`config.mk`:
```
export PLATFORM = sky130hd
export DESIGN_NAME = seven_segment_reader
export DESIGN_NICKNAME = d
export VERILOG_FILES = /design/src/rtl/seven_segment_pkg.sv /design/src/rtl/seven_segment_decode.sv /design/src/rtl/seven_segment_reader.sv
export SDC_FILE = /design/constraint.sdc
export NUM_CORES = 1
export LEC_CHECK = 0
export BUFFER_PORTS_ARGS = -buffer_cell sky130_fd_sc_hd__buf_2
export CAP_MARGIN = 40
export CORE_MARGIN = 8
export CORE_UTILIZATION = 43
export CTS_BUF_LIST = sky130_fd_sc_hd__clkbuf_4 sky130_fd_sc_hd__clkbuf_8 sky130_fd_sc_hd__clkbuf_16
export DETAILED_ROUTE_END_ITERATION = 6
export HOLD_SLACK_MARGIN = 0.08
export PLACE_DENSITY = 0.66
export SLEW_MARGIN = 20
export SYNTH_ARGS = -nofsm -noshare
export SYNTH_HDL_FRONTEND = slang
export SYNTH_SLANG_ARGS = --single-unit
```
`constraint.sdc`:
```
create_clock -name clk -period 1.79 [get_ports clk]
set_input_delay 0.358 -clock clk [delete_from_list [all_inputs] [get_ports clk]]
set_output_delay 0.358 -clock clk [all_outputs]
set_load 0.01 [all_outputs]
```
`src/rtl/seven_segment_pkg.sv`:
```
// Glyph geometry, sample points, digit codes and reader states shared by the seven-segment readers.
package seven_segment_pkg;

    localparam int SEG_T   = 20;
    localparam int DIG_W   = 80;
    localparam int DIG_H   = 140;
    localparam int NUM_SEG = 7;
    localparam int SEG_MID = SEG_T / 2;

    // Pattern bit order is [6:0] = a,b,c,d,e,f,g.
    localparam int SEG_A = 6;
    localparam int SEG_B = 5;
    localparam int SEG_C = 4;
    localparam int SEG_D = 3;
    localparam int SEG_E = 2;
    localparam int SEG_F = 1;
    localparam int SEG_G = 0;

    // Sample points sit mid-stroke, indexed by pattern bit (0=g .. 6=a).
    localparam int UPPER_Y = 40;
    localparam int LOWER_Y = 100;
    localparam int SAMPLE_X [NUM_SEG] = '{DIG_W / 2, SEG_MID, SEG_MID, DIG_W / 2,
                                          DIG_W - SEG_MID, DIG_W - SEG_MID, DIG_W / 2};
    localparam int SAMPLE_Y [NUM_SEG] = '{DIG_H / 2, UPPER_Y, LOWER_Y, DIG_H - SEG_MID,
                                          LOWER_Y, UPPER_Y, SEG_MID};

    localparam logic [6:0] DIGIT_CODE [10] = '{7'h7E, 7'h30, 7'h6D, 7'h79, 7'h33,
                                               7'h5B, 7'h5F, 7'h70, 7'h7F, 7'h7B};

    typedef enum logic [1:0] {
        IDLE,
        CAPTURE,
        EVAL
    } state_t;

    // One-hot mask of the segment sampled at box offset (ox, oy), zero elsewhere.
    function automatic logic [NUM_SEG-1:0] sample_hit(input logic [9:0] ox, input logic [9:0] oy);
        logic [NUM_SEG-1:0] hit;
        for (int i = 0; i < NUM_SEG; i++) begin
            hit[i] = (ox == 10'(SAMPLE_X[i])) && (oy == 10'(SAMPLE_Y[i]));
        end
        return hit;
    endfunction

endpackage

```
`src/rtl/seven_segment_decode.sv`:
```
// Maps a 7-bit segment pattern to a digit; purely combinational, no handshake.
// Unknown patterns (blank included) give digit 4'hF with err set.
module seven_segment_decode
    import seven_segment_pkg::*;
(
    input  logic [6:0] pattern,
    output logic [3:0] digit,
    output logic       err
);

    always_comb begin
        digit = 4'hF;
        err   = 1'b1;
        for (int i = 0; i < 10; i++) begin
            if (pattern == DIGIT_CODE[i]) begin
                digit = 4'(i);
                err   = 1'b0;
            end
        end
    end

endmodule

```
`src/rtl/seven_segment_reader.sv`:
```
// Samples a digit glyph from the pixel stream, debounces it over frames and publishes it.
// Result visible two cycles after the box's last pixel; an unconsumed result is overwritten and flagged in overrun.
module seven_segment_reader
    import seven_segment_pkg::*;
#(
    parameter int ORIGIN_X = 0,
    parameter int ORIGIN_Y = 0,
    parameter int CONFIRM  = 2
) (
    input  logic       clk,
    input  logic       rst,
    input  logic       pix_valid,
    input  logic [9:0] sx,
    input  logic [9:0] sy,
    input  logic       pix_on,
    output logic       out_valid,
    input  logic       out_ready,
    output logic [3:0] out_digit,
    output logic       out_err,
    output logic       overrun
);

    localparam logic [3:0] CONF = 4'(CONFIRM);

    state_t     state;
    logic [6:0] pattern;
    logic [6:0] prev_pattern;
    logic [3:0] count;

    // Offsets are 11-bit signed so positions left of or above the box stay negative.
    logic [10:0] dx, dy;
    logic [9:0]  ox, oy;
    logic        in_box, frame_start, last_pix;
    logic [6:0]  hit, pattern_upd, pattern_fresh;

    assign dx = {1'b0, sx} - 11'(ORIGIN_X);
    assign dy = {1'b0, sy} - 11'(ORIGIN_Y);
    assign ox = dx[9:0];
    assign oy = dy[9:0];

    assign in_box = pix_valid && !dx[10] && (ox < 10'(DIG_W))
                              && !dy[10] && (oy < 10'(DIG_H));
    assign frame_start = pix_valid && (sx == 10'd0) && (sy == 10'd0);
    assign last_pix    = in_box && (ox == 10'(DIG_W - 1)) && (oy == 10'(DIG_H - 1));

    assign hit           = in_box ? sample_hit(ox, oy) : 7'd0;
    assign pattern_upd   = (pattern & ~hit) | (hit & {7{pix_on}});
    assign pattern_fresh = hit & {7{pix_on}};

    logic       same;
    logic [3:0] count_next;
    logic       publish;

    // A changed pattern also publishes so CONFIRM=1 reports every change.
    always_comb begin
        same       = (pattern == prev_pattern);
        count_next = 4'd1;
        if (same) begin
            count_next = (count >= CONF) ? CONF : count + 4'd1;
        end
        publish = (state == EVAL) && (count_next == CONF) && ((count < CONF) || !same);
    end

    logic [3:0] dec_digit;
    logic       dec_err;

    seven_segment_decode u_decode (
        .pattern (pattern),
        .digit   (dec_digit),
        .err     (dec_err)
    );

    always_ff @(posedge clk) begin
        if (rst) begin
            state        <= IDLE;
            pattern      <= 7'd0;
            prev_pattern <= 7'd0;
            count        <= 4'd0;
            out_valid    <= 1'b0;
            out_digit    <= 4'h0;
            out_err      <= 1'b0;
            overrun      <= 1'b0;
        end else begin
            unique case (state)
                IDLE: begin
                    if (frame_start) begin
                        pattern <= pattern_fresh;
                        state   <= CAPTURE;
                    end
                end
                CAPTURE: begin
                    if (frame_start) begin
                        pattern <= pattern_fresh;
                    end else if (in_box) begin
                        pattern <= pattern_upd;
                        if (last_pix) begin
                            state <= EVAL;
                        end
                    end
                end
                EVAL: begin
                    count <= count_next;
                    if (!same) begin
                        prev_pattern <= pattern;
                    end
                    state <= IDLE;
                end
                default: state <= IDLE;
            endcase

            if (publish) begin
                out_valid <= 1'b1;
                out_digit <= dec_digit;
                out_err   <= dec_err;
                if (out_valid && !out_ready) begin
                    overrun <= 1'b1;
                end
            end else if (out_valid && out_ready) begin
                out_valid <= 1'b0;
            end
        end
    end

endmodule

```
==> results by group <==
Clocking
  – Clock-pin slew on the worst setup and hold paths: 0.10 ns
  – Max Buffers Root-to-Sink: 2
  – Root Driver: clkbuf_8
  – H-tree Lvls: 1
  – Setup Fix Bufs, Post-CTS: 0
  – CTS tree: yes
  – Clock Sinks: 27
  – Hold_buf cts: 0
  – Post-CTS Resized: 0
  – Worst-Skew Late Latency: 0.28 ns
  – CTS Buf Count: 3

Timing
  – Final Cycle Share: 93.14%
  – Worst-Margin Slew: 0.5737 ns
  – Clk_skew: 0.005877 ns
  – Relative slew margins: 61.49%
  – Crit path time final: 1.667 ns
  – PnR worst setup slack: 0.1228 ns
  – Fmax: 0.5998 GHz
  – Final Hold Violating Endpoints: 0
  – Setup violators final: 0
  – Sum of negative setup slack: 0 ns
  – RSZ-0062 raised after global routing: no
  – Max Slew Vio Count: 0

Routing
  – Initial DRC count: 103
  – Vias: 1,813
  – WL final: 4530 µm
  – Routed WL per cell: 13.90 µm
  – Via density: 5.561
  – # DRC: 0
  – Iteration count of the initial detailed-routing pass: 6
  – Number of nets with antenna violations after routing: 0

Die
  – Die area: 6644 µm²
  – Core box area: 4234 µm²
  – Number of core rows: 24
  – Starting density of the core: 43.59%
  – DIE HEIGHT: 81.51 µm
  – IO Count: 32
  – Die width: 81.51 µm

Critical path
  – Startpoint Class: flip-flop
  – Crit Path Category: reg2reg
  – Critical path fanouts, max: 8
  – Req. time, crit path: 1.95 ns
  – Endpoint class of the critical path: flip-flop
  – Crit-path max cell delay: 0.49 ns
  – Worst path slowest cell: dfxtp_1
  – WP data arrival: 1.83 ns
  – Reg-to-reg setup timing slack: 0.12 ns
  – Crit path cell chain: xnor2_1 -> nand3_1 -> nor4_4 -> buf_6 -> mux2i_2 -> nor2_1

Logic synthesis
  – Mux share of post-synthesis cell area: 1.627%
  – Synth warn: 0
  – Syn Inst Count: 225
  – Post-synthesis compound-gate area fraction: 17.22%
  – Number of synthesized register bits: 27
  – Simple-gate area share of the yosys netlist: 40.95%
  – Synthesized-area fraction occupied by adder cells: 1.356%
  – Largest family of logic cells by synthesized area: simple AND/OR/NAND/NOR gates
  – Register area share after synthesis: 29.29%
  – Post-synth ARST share: 0%
  – Synth Flop Type: dfxtp_1
  – Yosys top cell area share: 29.29%
  – Post-Synthesis Net Count: 252
  – Post-Synthesis Cell Area: 1846 µm²
  – Post-synth EDFFs: 0
  – Synth Area per Inst: 8.202 µm²
  – XOR/XNOR Fraction of Synth Area: 3.797%
  – Dominant cells by area after synthesis: dfxtp_1 29%, nand2_1 5.1%, a21oi_1 4.1%
  – Post-synthesis cell type count: 58
  – Synth area leader: dfxtp_1

Min path
  – Hold Crit Class: in2reg

Placed design
  – Dpl hpwl: 3584 µm
  – GPL Wtd Cong: 0.8841
  – Buffers on Ports: 31
  – Dpl ws: -0.2419 ns

Pwr
  – PwrDens: 471.6 nW/µm²
  – VDD IR-drop max: 0.3579 mV
  – Leakage: 0.8068 nW

GRT
  – Initial antenna violation count: 0
  – Largest net degree at the start of global routing: 28
  – Vias in the first global route: 1,776
  – First-pass GRT wire length: 7734 µm
  – Global Route Usage Sum: 14.03%
  – Grt ovf: 0

Flow run
  – MaxCap Viol Count: 0

Finish
  – Fraction of layout cells with a size suffix above 1: 32.85%
  – Commonest non-fill, non-tap cell in the layout: buf_2
  – Most frequent cells in the layout: 31 x buf_2, 27 x buf_4, 25 x nand2_1
  – Post-layout util: 53.61%
  – Ant diodes: 0
  – Filler cells: 421
  – Syn-to-layout area delta: 22.98%
  – Final Net Count: 302

Status
  – Status: completed
cells in the mapped netlist, types with 5 or more instances:
library cell   n
a21oi_1       15
a32oi_1        5
clkbuf_1       7
dfxtp_1       27
nand2_1       25
nand3_1        6
nand4_1       10
nor2_1        20
nor2b_1        6
nor3_1         7
nor4_1         9
xnor2_1        8
metal layers:
layer	global-route usage (%)	part of all wire (%)
met5	0	0
met4	2.143	0.62
met3	2.845	4.0
met2	23.95	46
met1	18.02	49
stage by stage:
stage / cells / hold WS, ns / power, mW / cell area [µm²]
5_1_grt: 326 / 0.3614 / 1.119 / 2270
4_1_cts: 326 / 0.3484 / 1.078 / 2233
2_1_floorplan: 225 / 0.4454 / 0.6601 / 1848
3_3_place_gp: 322 / 0.4484 / 0.7245 / 2185
3_5_place_dp: 322 / 0.4600 / 0.7249 / 2185
6_report: 326 / 0.3537 / 1.070 / 2270
final timing paths:
| kind | cells past startpoint | to | startpoint |
|---|---|---|---|
| min reg2reg | 2 | prev_pattern[2]$_SDFFE_PP0P_ | prev_pattern[2]$_SDFFE_PP0P_ |
| max | 6 | out_digit[2]$_SDFFE_PP0P_ | flip-flop |
| max reg2reg | 6 | out_digit[2]$_SDFFE_PP0P_ | flip-flop |
| min | 4 | out_valid$_SDFFE_PP0P_ | out_ready |
cells by family (layout without fill, tap and decap cells):
logic type / after synthesis / count (layout)
fa+ha+maj: 2 / 2
xor+xnor: 8 / 8
compound gates: 46 / 46
flops: 27 / 27
mux: 3 / 3
simple gates: 121 / 121
buf+inv: 18 / 67
area by class of cell:
class	count	area, µm²	area share, %
clock buffer	3	41.29	1.819
timing repair buffer	59	369.1	16.26
sequential	27	545.5	24.04
multi-input combinational	180	1226	54.02
inverter	4	15.01	0.6615
tap	52	65.06	2.867
clock inverter	1	7.507	0.3308
critical path, delay by kind of cell, from the launching register on:
kind | cells | cell delay (ns)
simple gates | 3 | 0.52
buf+inv | 1 | 0.18
xor+xnor | 1 | 0.16
flops | 1 | 0.49
mux | 1 | 0.20
power breakdown:
part           total (mW)  switching [mW]  internal (mW)
logic               0.114          0.0648         0.0490
clock network       0.357           0.198          0.158
registers           0.600    0.0000000268          0.600
(Power assumes the default switching activity.)
